## config.mk

```make
export PLATFORM = sky130hd
export DESIGN_NAME = rram_access_ctrl
export DESIGN_NICKNAME = d
export VERILOG_FILES = /design/src/rtl/rram_ctrl_pkg.sv /design/src/rtl/rram_access_ctrl_phase_timer.sv /design/src/rtl/rram_access_ctrl.sv
export SDC_FILE = /design/constraint.sdc
export NUM_CORES = 1
export LEC_CHECK = 0
export BUFFER_PORTS_ARGS = -buffer_cell sky130_fd_sc_hd__buf_2
export CAP_MARGIN = 20
export CORE_ASPECT_RATIO = 0.5
export CORE_MARGIN = 2
export CORE_UTILIZATION = 35
export DETAILED_ROUTE_END_ITERATION = 8
export SLEW_MARGIN = 20
export SYNTH_ARGS = -nofsm -noshare
export SYNTH_HDL_FRONTEND = slang
export SYNTH_SLANG_ARGS = --single-unit
```

## constraint.sdc

```tcl
create_clock -name wb_clk_i -period 12.5 [get_ports wb_clk_i]
set_input_delay 3.75 -clock wb_clk_i [delete_from_list [all_inputs] [get_ports wb_clk_i]]
set_output_delay 3.75 -clock wb_clk_i [all_outputs]
set_load 0.02 [all_outputs]
```

## src/rtl/rram_ctrl_pkg.sv

```systemverilog
// Shared encodings for the RRAM access sequencer: op codes, FSM states,
// register offsets and reset values.
package rram_ctrl_pkg;

  typedef enum logic [1:0] {
    OP_READ     = 2'd0,
    OP_SET      = 2'd1,
    OP_RESET    = 2'd2,
    OP_ROW_READ = 2'd3
  } op_e;

  typedef enum logic [2:0] {
    ST_IDLE   = 3'd0,
    ST_SETUP  = 3'd1,
    ST_PULSE  = 3'd2,
    ST_SAMPLE = 3'd3,
    ST_HOLD   = 3'd4,
    ST_DONE   = 3'd5
  } state_e;

  localparam logic [1:0]  REG_CTRL   = 2'd0;
  localparam logic [1:0]  REG_TIMING = 2'd1;
  localparam logic [1:0]  REG_STATUS = 2'd2;
  localparam logic [1:0]  REG_RDATA  = 2'd3;

  localparam logic [23:0] TIMING_RST = 24'h02_0A_02;

  localparam int STAT_BUSY = 0;
  localparam int STAT_DONE = 1;
  localparam int STAT_ERR  = 2;

  function automatic logic is_read_op(input op_e op);
    return (op == OP_READ) || (op == OP_ROW_READ);
  endfunction

endpackage

```

## src/rtl/rram_access_ctrl_phase_timer.sv

```systemverilog
// Down-counter reloaded at every phase entry; a load value of 0 behaves as 1.
module rram_phase_timer #(
  parameter int CNT_W = 8
) (
  input  logic             clk,
  input  logic             rst,
  input  logic             load,
  input  logic [CNT_W-1:0] load_val,
  output logic             expired
);

  logic [CNT_W-1:0] cnt_q;
  logic [CNT_W-1:0] cnt_d;

  // Next count: reload on phase entry, otherwise count down and park at 1.
  always_comb begin
    cnt_d = cnt_q;
    if (load) begin
      cnt_d = (load_val == '0) ? CNT_W'(1) : load_val;
    end else if (cnt_q > CNT_W'(1)) begin
      cnt_d = cnt_q - CNT_W'(1);
    end else begin
      cnt_d = cnt_q;
    end
  end

  // Count register.
  always_ff @(posedge clk or posedge rst) begin
    if (rst) begin
      cnt_q <= '0;
    end else begin
      cnt_q <= cnt_d;
    end
  end

  assign expired = (cnt_q <= CNT_W'(1));

endmodule

```

## src/rtl/rram_access_ctrl.sv

```systemverilog
// Wishbone-programmable WL/BL pulse sequencer for the 16x16 1T1R RRAM array,
// with synchronised source-line capture for read operations.
module rram_access_ctrl
  import rram_ctrl_pkg::*;
#(
  parameter int N_ROWS = 16,
  parameter int N_COLS = 16,
  parameter int CNT_W  = 8
) (
  input  logic              wb_clk_i,
  input  logic              wb_rst_i,
  input  logic              wbs_cyc_i,
  input  logic              wbs_stb_i,
  input  logic              wbs_we_i,
  input  logic [3:0]        wbs_sel_i,
  input  logic [31:0]       wbs_adr_i,
  input  logic [31:0]       wbs_dat_i,
  output logic              wbs_ack_o,
  output logic [31:0]       wbs_dat_o,
  output logic [N_ROWS-1:0] wl,
  output logic [N_COLS-1:0] bl,
  input  logic [N_COLS-1:0] sl,
  output logic [1:0]        op_mode,
  output logic              busy,
  output logic              irq
);

  state_e            state_q, state_d;
  op_e               op_q, op_d;
  logic [3:0]        row_q, row_d, col_q, col_d;
  logic [23:0]       shadow_q, shadow_d, timing_q, timing_d;
  logic [30:0]       ctrl_q, ctrl_d;
  logic              done_q, done_d, err_q, err_d;
  logic [16:0]       rdata_q, rdata_d;
  logic [N_COLS-1:0] sync1_q, sync2_q;
  logic              ack_q, ack_d;
  logic [31:0]       dat_q, dat_d;
  logic [N_ROWS-1:0] wl_q, wl_d;
  logic [N_COLS-1:0] bl_q, bl_d;
  logic              busy_q, busy_d;
  logic [1:0]        op_mode_q, op_mode_d;

  logic              req_s, wr_s, ctrl_wr_s, start_s, accept_s, set_done_s;
  logic [1:0]        adr_s;
  logic              load_s, expired_s;
  logic [CNT_W-1:0]  load_val_s;
  logic              unused_s;

  assign req_s     = wbs_cyc_i & wbs_stb_i & ~ack_q;
  assign wr_s      = req_s & wbs_we_i;
  assign adr_s     = wbs_adr_i[3:2];
  assign ctrl_wr_s = wr_s & (adr_s == REG_CTRL) & wbs_sel_i[0];
  assign start_s   = ctrl_wr_s & wbs_dat_i[31];
  assign accept_s  = start_s & (state_q == ST_IDLE);
  assign unused_s  = ^{wbs_adr_i[31:4], wbs_adr_i[1:0], wbs_sel_i[3]};

  // Sequencer next state, command latch and read-data capture.
  always_comb begin
    state_d    = state_q;
    op_d       = op_q;
    row_d      = row_q;
    col_d      = col_q;
    shadow_d   = shadow_q;
    rdata_d    = rdata_q;
    set_done_s = 1'b0;
    case (state_q)
      ST_IDLE: begin
        if (accept_s) begin
          state_d  = ST_SETUP;
          op_d     = op_e'(wbs_dat_i[1:0]);
          row_d    = wbs_dat_i[7:4];
          col_d    = wbs_dat_i[11:8];
          shadow_d = timing_q;
        end else begin
          state_d = ST_IDLE;
        end
      end
      ST_SETUP:  state_d = expired_s ? ST_PULSE : ST_SETUP;
      ST_PULSE: begin
        if (expired_s) begin
          state_d = is_read_op(op_q) ? ST_SAMPLE : ST_HOLD;
        end else begin
          state_d = ST_PULSE;
        end
      end
      ST_SAMPLE: begin
        if (expired_s) begin
          state_d = ST_HOLD;
          rdata_d = {sync2_q[col_q], sync2_q};
        end else begin
          state_d = ST_SAMPLE;
        end
      end
      ST_HOLD: begin
        if (expired_s) begin
          state_d    = ST_DONE;
          set_done_s = 1'b1;
        end else begin
          state_d = ST_HOLD;
        end
      end
      ST_DONE:   state_d = ST_IDLE;
      default:   state_d = ST_IDLE;
    endcase
  end

  // Phase timer reload on every state change, and registered pin drives
  // computed from the upcoming state so wl/bl change cleanly on the edge.
  always_comb begin
    load_s     = (state_d != state_q);
    load_val_s = CNT_W'(1);
    wl_d       = '0;
    bl_d       = '0;
    case (state_d)
      ST_SETUP:  load_val_s = CNT_W'(shadow_d[7:0]);
      ST_PULSE:  load_val_s = CNT_W'(shadow_d[15:8]);
      ST_SAMPLE: load_val_s = CNT_W'(2);
      ST_HOLD:   load_val_s = CNT_W'(shadow_d[23:16]);
      default:   load_val_s = CNT_W'(1);
    endcase
    case (state_d)
      ST_SETUP, ST_HOLD: wl_d = {{(N_ROWS-1){1'b0}}, 1'b1} << row_d;
      ST_PULSE, ST_SAMPLE: begin
        wl_d = {{(N_ROWS-1){1'b0}}, 1'b1} << row_d;
        bl_d = (op_d == OP_ROW_READ) ? {N_COLS{1'b1}}
                                     : ({{(N_COLS-1){1'b0}}, 1'b1} << col_d);
      end
      default: begin
        wl_d = '0;
        bl_d = '0;
      end
    endcase
    busy_d    = (state_d != ST_IDLE);
    op_mode_d = busy_d ? 2'(op_d) : 2'd0;
  end

  // Wishbone register file: writes, W1C status and read-data mux.
  always_comb begin
    ack_d    = req_s;
    dat_d    = 32'd0;
    ctrl_d   = ctrl_wr_s ? wbs_dat_i[30:0] : ctrl_q;
    timing_d = timing_q;
    done_d   = done_q;
    err_d    = err_q;
    if (wr_s && (adr_s == REG_TIMING)) begin
      for (int b = 0; b < 3; b++) begin
        timing_d[8*b +: 8] = wbs_sel_i[b] ? wbs_dat_i[8*b +: 8] : timing_q[8*b +: 8];
      end
    end else begin
      timing_d = timing_q;
    end
    // A status set in the same cycle as its W1C clear takes priority.
    if (wr_s && (adr_s == REG_STATUS) && wbs_sel_i[0]) begin
      done_d = wbs_dat_i[STAT_DONE] ? 1'b0 : done_q;
      err_d  = wbs_dat_i[STAT_ERR]  ? 1'b0 : err_q;
    end else begin
      done_d = done_q;
      err_d  = err_q;
    end
    done_d = set_done_s ? 1'b1 : done_d;
    err_d  = (start_s && !accept_s) ? 1'b1 : err_d;
    if (req_s && !wbs_we_i) begin
      case (adr_s)
        REG_CTRL:   dat_d = {1'b0, ctrl_q};
        REG_TIMING: dat_d = {8'd0, timing_q};
        REG_STATUS: dat_d = {29'd0, err_q, done_q, (state_q != ST_IDLE)};
        REG_RDATA:  dat_d = {15'd0, rdata_q};
        default:    dat_d = 32'd0;
      endcase
    end else begin
      dat_d = 32'd0;
    end
  end

  // All state, register-file and output flops.
  always_ff @(posedge wb_clk_i or posedge wb_rst_i) begin
    if (wb_rst_i) begin
      state_q   <= ST_IDLE;
      op_q      <= OP_READ;
      row_q     <= 4'd0;
      col_q     <= 4'd0;
      shadow_q  <= TIMING_RST;
      timing_q  <= TIMING_RST;
      ctrl_q    <= 31'd0;
      done_q    <= 1'b0;
      err_q     <= 1'b0;
      rdata_q   <= 17'd0;
      sync1_q   <= '0;
      sync2_q   <= '0;
      ack_q     <= 1'b0;
      dat_q     <= 32'd0;
      wl_q      <= '0;
      bl_q      <= '0;
      busy_q    <= 1'b0;
      op_mode_q <= 2'd0;
    end else begin
      state_q   <= state_d;
      op_q      <= op_d;
      row_q     <= row_d;
      col_q     <= col_d;
      shadow_q  <= shadow_d;
      timing_q  <= timing_d;
      ctrl_q    <= ctrl_d;
      done_q    <= done_d;
      err_q     <= err_d;
      rdata_q   <= rdata_d;
      sync1_q   <= sl;
      sync2_q   <= sync1_q;
      ack_q     <= ack_d;
      dat_q     <= dat_d;
      wl_q      <= wl_d;
      bl_q      <= bl_d;
      busy_q    <= busy_d;
      op_mode_q <= op_mode_d;
    end
  end

  rram_phase_timer #(.CNT_W(CNT_W)) u_timer (
    .clk      (wb_clk_i),
    .rst      (wb_rst_i),
    .load     (load_s),
    .load_val (load_val_s),
    .expired  (expired_s)
  );

  assign wbs_ack_o = ack_q;
  assign wbs_dat_o = dat_q;
  assign wl        = wl_q;
  assign bl        = bl_q;
  assign busy      = busy_q;
  assign op_mode   = op_mode_q;
  assign irq       = done_q;

endmodule

```

==> results.yml <==
timing:
  finalClockSkew_ns: 0.0165
  rsz0062_at_grt: "no"
  whs_ns: 0.347
  maxSlewViolCount: 0
  hold_viol: 0
  tightest_slew_ns: 0.952
  relSlewSlack_pct: 36.5
  max_freq_ghz: 0.159
  final.setup.tns_ns: 0
  setup_violations: 0
  fin_crit_sh_pct: 50.4
  period_minus_slack_ns: 6.29
clock_network:
  clockRootBuffer: "clkbuf_16"
  postCtsResizedCells: 0
  clock_sinks: 218
  h-tree-depth: 1
  insertion_delay_ns: 0.51
  clkTransAtPathRegs_ns: 0.06
  clockBufferDepth: 3
  cts_made_buffers: 21
  cts_hold_buffers: 0
  tritoncts: "done"
  cts_setup_buffers: 0
floorplan:
  initial_core_util_pct: 36.0
  fp.dieW_um: 227
  fp-row-count: 40
  die_area_um2: 26300
  die_h_um: 116
  core_area_um2: 24200
  io_pins: 158
grt:
  grt_pass1_wl_um: 31700
  antenna_found_initial: 1
  grt_max_degree: 141
  track_usage_pct: 15.5
  grt_pass1_vias: 5780
  overflow: 0
synth:
  synth_top_family_by_area: "multiplexers"
  synth_area_leaders: "dfrtp_1 60%, mux2_2 11%, mux2i_1 3.7%"
  synth-main-ff-cell: "dfrtp_1"
  synth_compound_area_share_pct: 7.21
  synth_top_area_cell: "dfrtp_1"
  syn_nets: 744
  synth_fa_ha_area_share_pct: 0.287
  netlist_area_um2: 8730
  async_flop_share_pct: 100
  synth-xor-area-share_pct: 0.702
  yosysSeqAreaShare_pct: 62.6
  synth-edff-count: 0
  synth.distinct_cells: 68
  syn_avg_cell_area_um2: 13.4
  ys_seq_elements: 218
  yosysTopAreaCellShare_pct: 60.2
  synth_cells: 653
  post_synth_and_or_nand_nor_area_fraction_pct: 9.77
  synthMuxAreaShare_pct: 17.0
  yosysWarnings: 0
setup_path:
  crit_start: "wbs_adr_i[2]"
  crit_path_start_kind: "input port"
  crit_type: "input port to flop"
  end_kind: "flop"
  crit_path_max_fanout: 32
  r2r_start: "u_timer.cnt_q[2]"
  crit_required_ns: 12.91
  worstPathArrival_ns: 6.70
power:
  p_per_area_nw_per_um2: 182
  leakagePower_nw: 5.13
  p_total_mw: 1.89
  peakVddDrop_mv: 0.0776
placed_design:
  place.port_buffers: 125
  gp_congestion: 0.818
  dp_cells: 1089
  hpwlAfterDp_um: 14000
  place_area_um2: 9680
final_layout:
  regArea_um2: 5470
  syn_to_final_growth_pct: 19.1
  nNetsFinal: 868
  fill_cells: 2301
  drive_above_1_share_pct: 36.0
  multi_input_area_um2: 3060
  fin_area_um2: 10400
  instances_no_fill: 1129
run:
  max-cap-violations: 0
min_path:
  min_path_type: "flop to flop"
  worstHoldStart: "sync1_q[4]"
detailed_routing:
  vias: 5586
  vias_per_cell: 4.95
  post-route-drc-count: 0
  antenna_left: 0
  avgRoutedWirePerCell_um: 17.6
  drt-total-wl_um: 19900
  drt-initial-drc-count: 396
  firstDrtPassIters: 4
outcome:
  status: "finished, final reports clean"
==> layout by cell type, fill, tap and decap left out, types with 6 or more instances in the layout <==
cell type / n
clkbuf_8: 6
inv_1: 14
mux4_2: 8
buf_2: 125
and2_1: 7
dfstp_2: 8
clkbuf_16: 21
nand2_1: 29
a221oi_1: 12
clkbuf_1: 6
nor2_1: 55
a21oi_1: 35
dfrtp_1: 210
mux2i_1: 32
nor3_1: 7
mux2_2: 85
nand4_1: 29
nor2b_1: 7
o31ai_1: 10
==> metal layers <==
metal	share of wire (%)	wire length, um	GRT usage (%)
met1	47	9350	21.8
met2	47	9370	24.7
met3	3.7	740	2.71
met4	2.3	461	4.62
met5	0	0	0
==> sequential cells by signal, summed over array words and instances (netlist names), 3 cells and up <==
register / count
wl: 16
u_timer.cnt_q: 8
ctrl_q: 31
sync1_q: 16
row_q: 4
rdata_q: 17
col_q: 4
timing_q: 24
wbs_dat_o: 31
shadow_q: 24
sync2_q: 16
bl: 16
state_q: 3
==> report_power, final <==
group / switching, mW / internal (mW) / total (mW) / leakage [nW]
Sequential: 0.0785 / 0.812 / 0.890 / 2.83
Combinational: 0.217 / 0.152 / 0.369 / 1.96
Clock: 0.265 / 0.368 / 0.633 / 0.340
==> cell usage after synthesis (2+ instances only) <==
library cell and number:
a21oi_1 35, a221oi_1 12, a2bb2oi_1 3, a32oi_1 2, and2_1 7, buf_1 5
buf_2 4, buf_4 2, buf_6 2, clkbuf_1 16, dfrtp_1 210, dfstp_2 8
ha_1 2, inv_1 15, inv_2 4, mux2_2 85, mux2i_1 32, mux4_2 8
nand2_1 29, nand3_1 2, nand4_1 29, nor2_1 55, nor2b_1 7, nor3_1 7
nor3b_1 2, o211ai_1 4, o21ai_0 3, o22ai_1 4, o31ai_1 10, or2_2 4
or3_1 3, xnor2_1 3, xor2_1 4
==> area by class of cell <==
cell class / instances / area share, %
sequential: 218 / 52.6
inverter: 20 / 0.794
timing repair buffer: 130 / 6.57
antenna: 1 / 0.0241
multi-input combinational: 386 / 29.4
clock buffer: 33 / 6.06
clock inverter: 5 / 0.554
tap: 336 / 4.04
==> kinds of logic (layout without fill, tap and decap cells) <==
| family | after synthesis | in the layout |
|---|---|---|
| xor+xnor | 7 | 7 |
| mux | 127 | 127 |
| simple gates | 160 | 160 |
| compound gates | 89 | 89 |
| other cells | 1 | 2 |
| flops | 218 | 218 |
| fa+ha+maj | 2 | 2 |
| buf+inv | 49 | 188 |
==> critical path, cell delays in order <==
cell,delay (ns)
buf_2,0.10
buf_4,0.29
nor3b_2,0.60
nand3_4,0.58
mux2_2,0.51
and4_1,0.22
or3_1,0.39
o31ai_1,0.23
==> worst paths after layout <==
| check | endpoint | slack, ns | depth (start not counted) |
|---|---|---|---|
| min in group asynchronous | wbs_dat_o[17] | 3.45 | 2 |
| hold reg to reg | sync2_q[4] | 0.35 | 0 |
| setup / recovery | u_timer.cnt_q[0] | 6.21 | 8 |
| setup reg to reg | wl[12] | 9.19 | 6 |
| hold / removal | sync2_q[4] | 0.35 | 0 |
| max in group asynchronous | timing_q[11] | 7.74 | 4 |
==> through the flow <==
| step | util [%] | setup WS [ns] |
|---|---|---|
| after floorplan | - | 2.80 |
| after global placement | 40.0 | 5.74 |
| after global routing | 42.9 | 5.99 |
| after CTS | 42.8 | 6.21 |
| after detailed placement | 40.0 | 5.72 |
| final | 42.9 | 6.21 |
(Power assumes the default switching activity.)
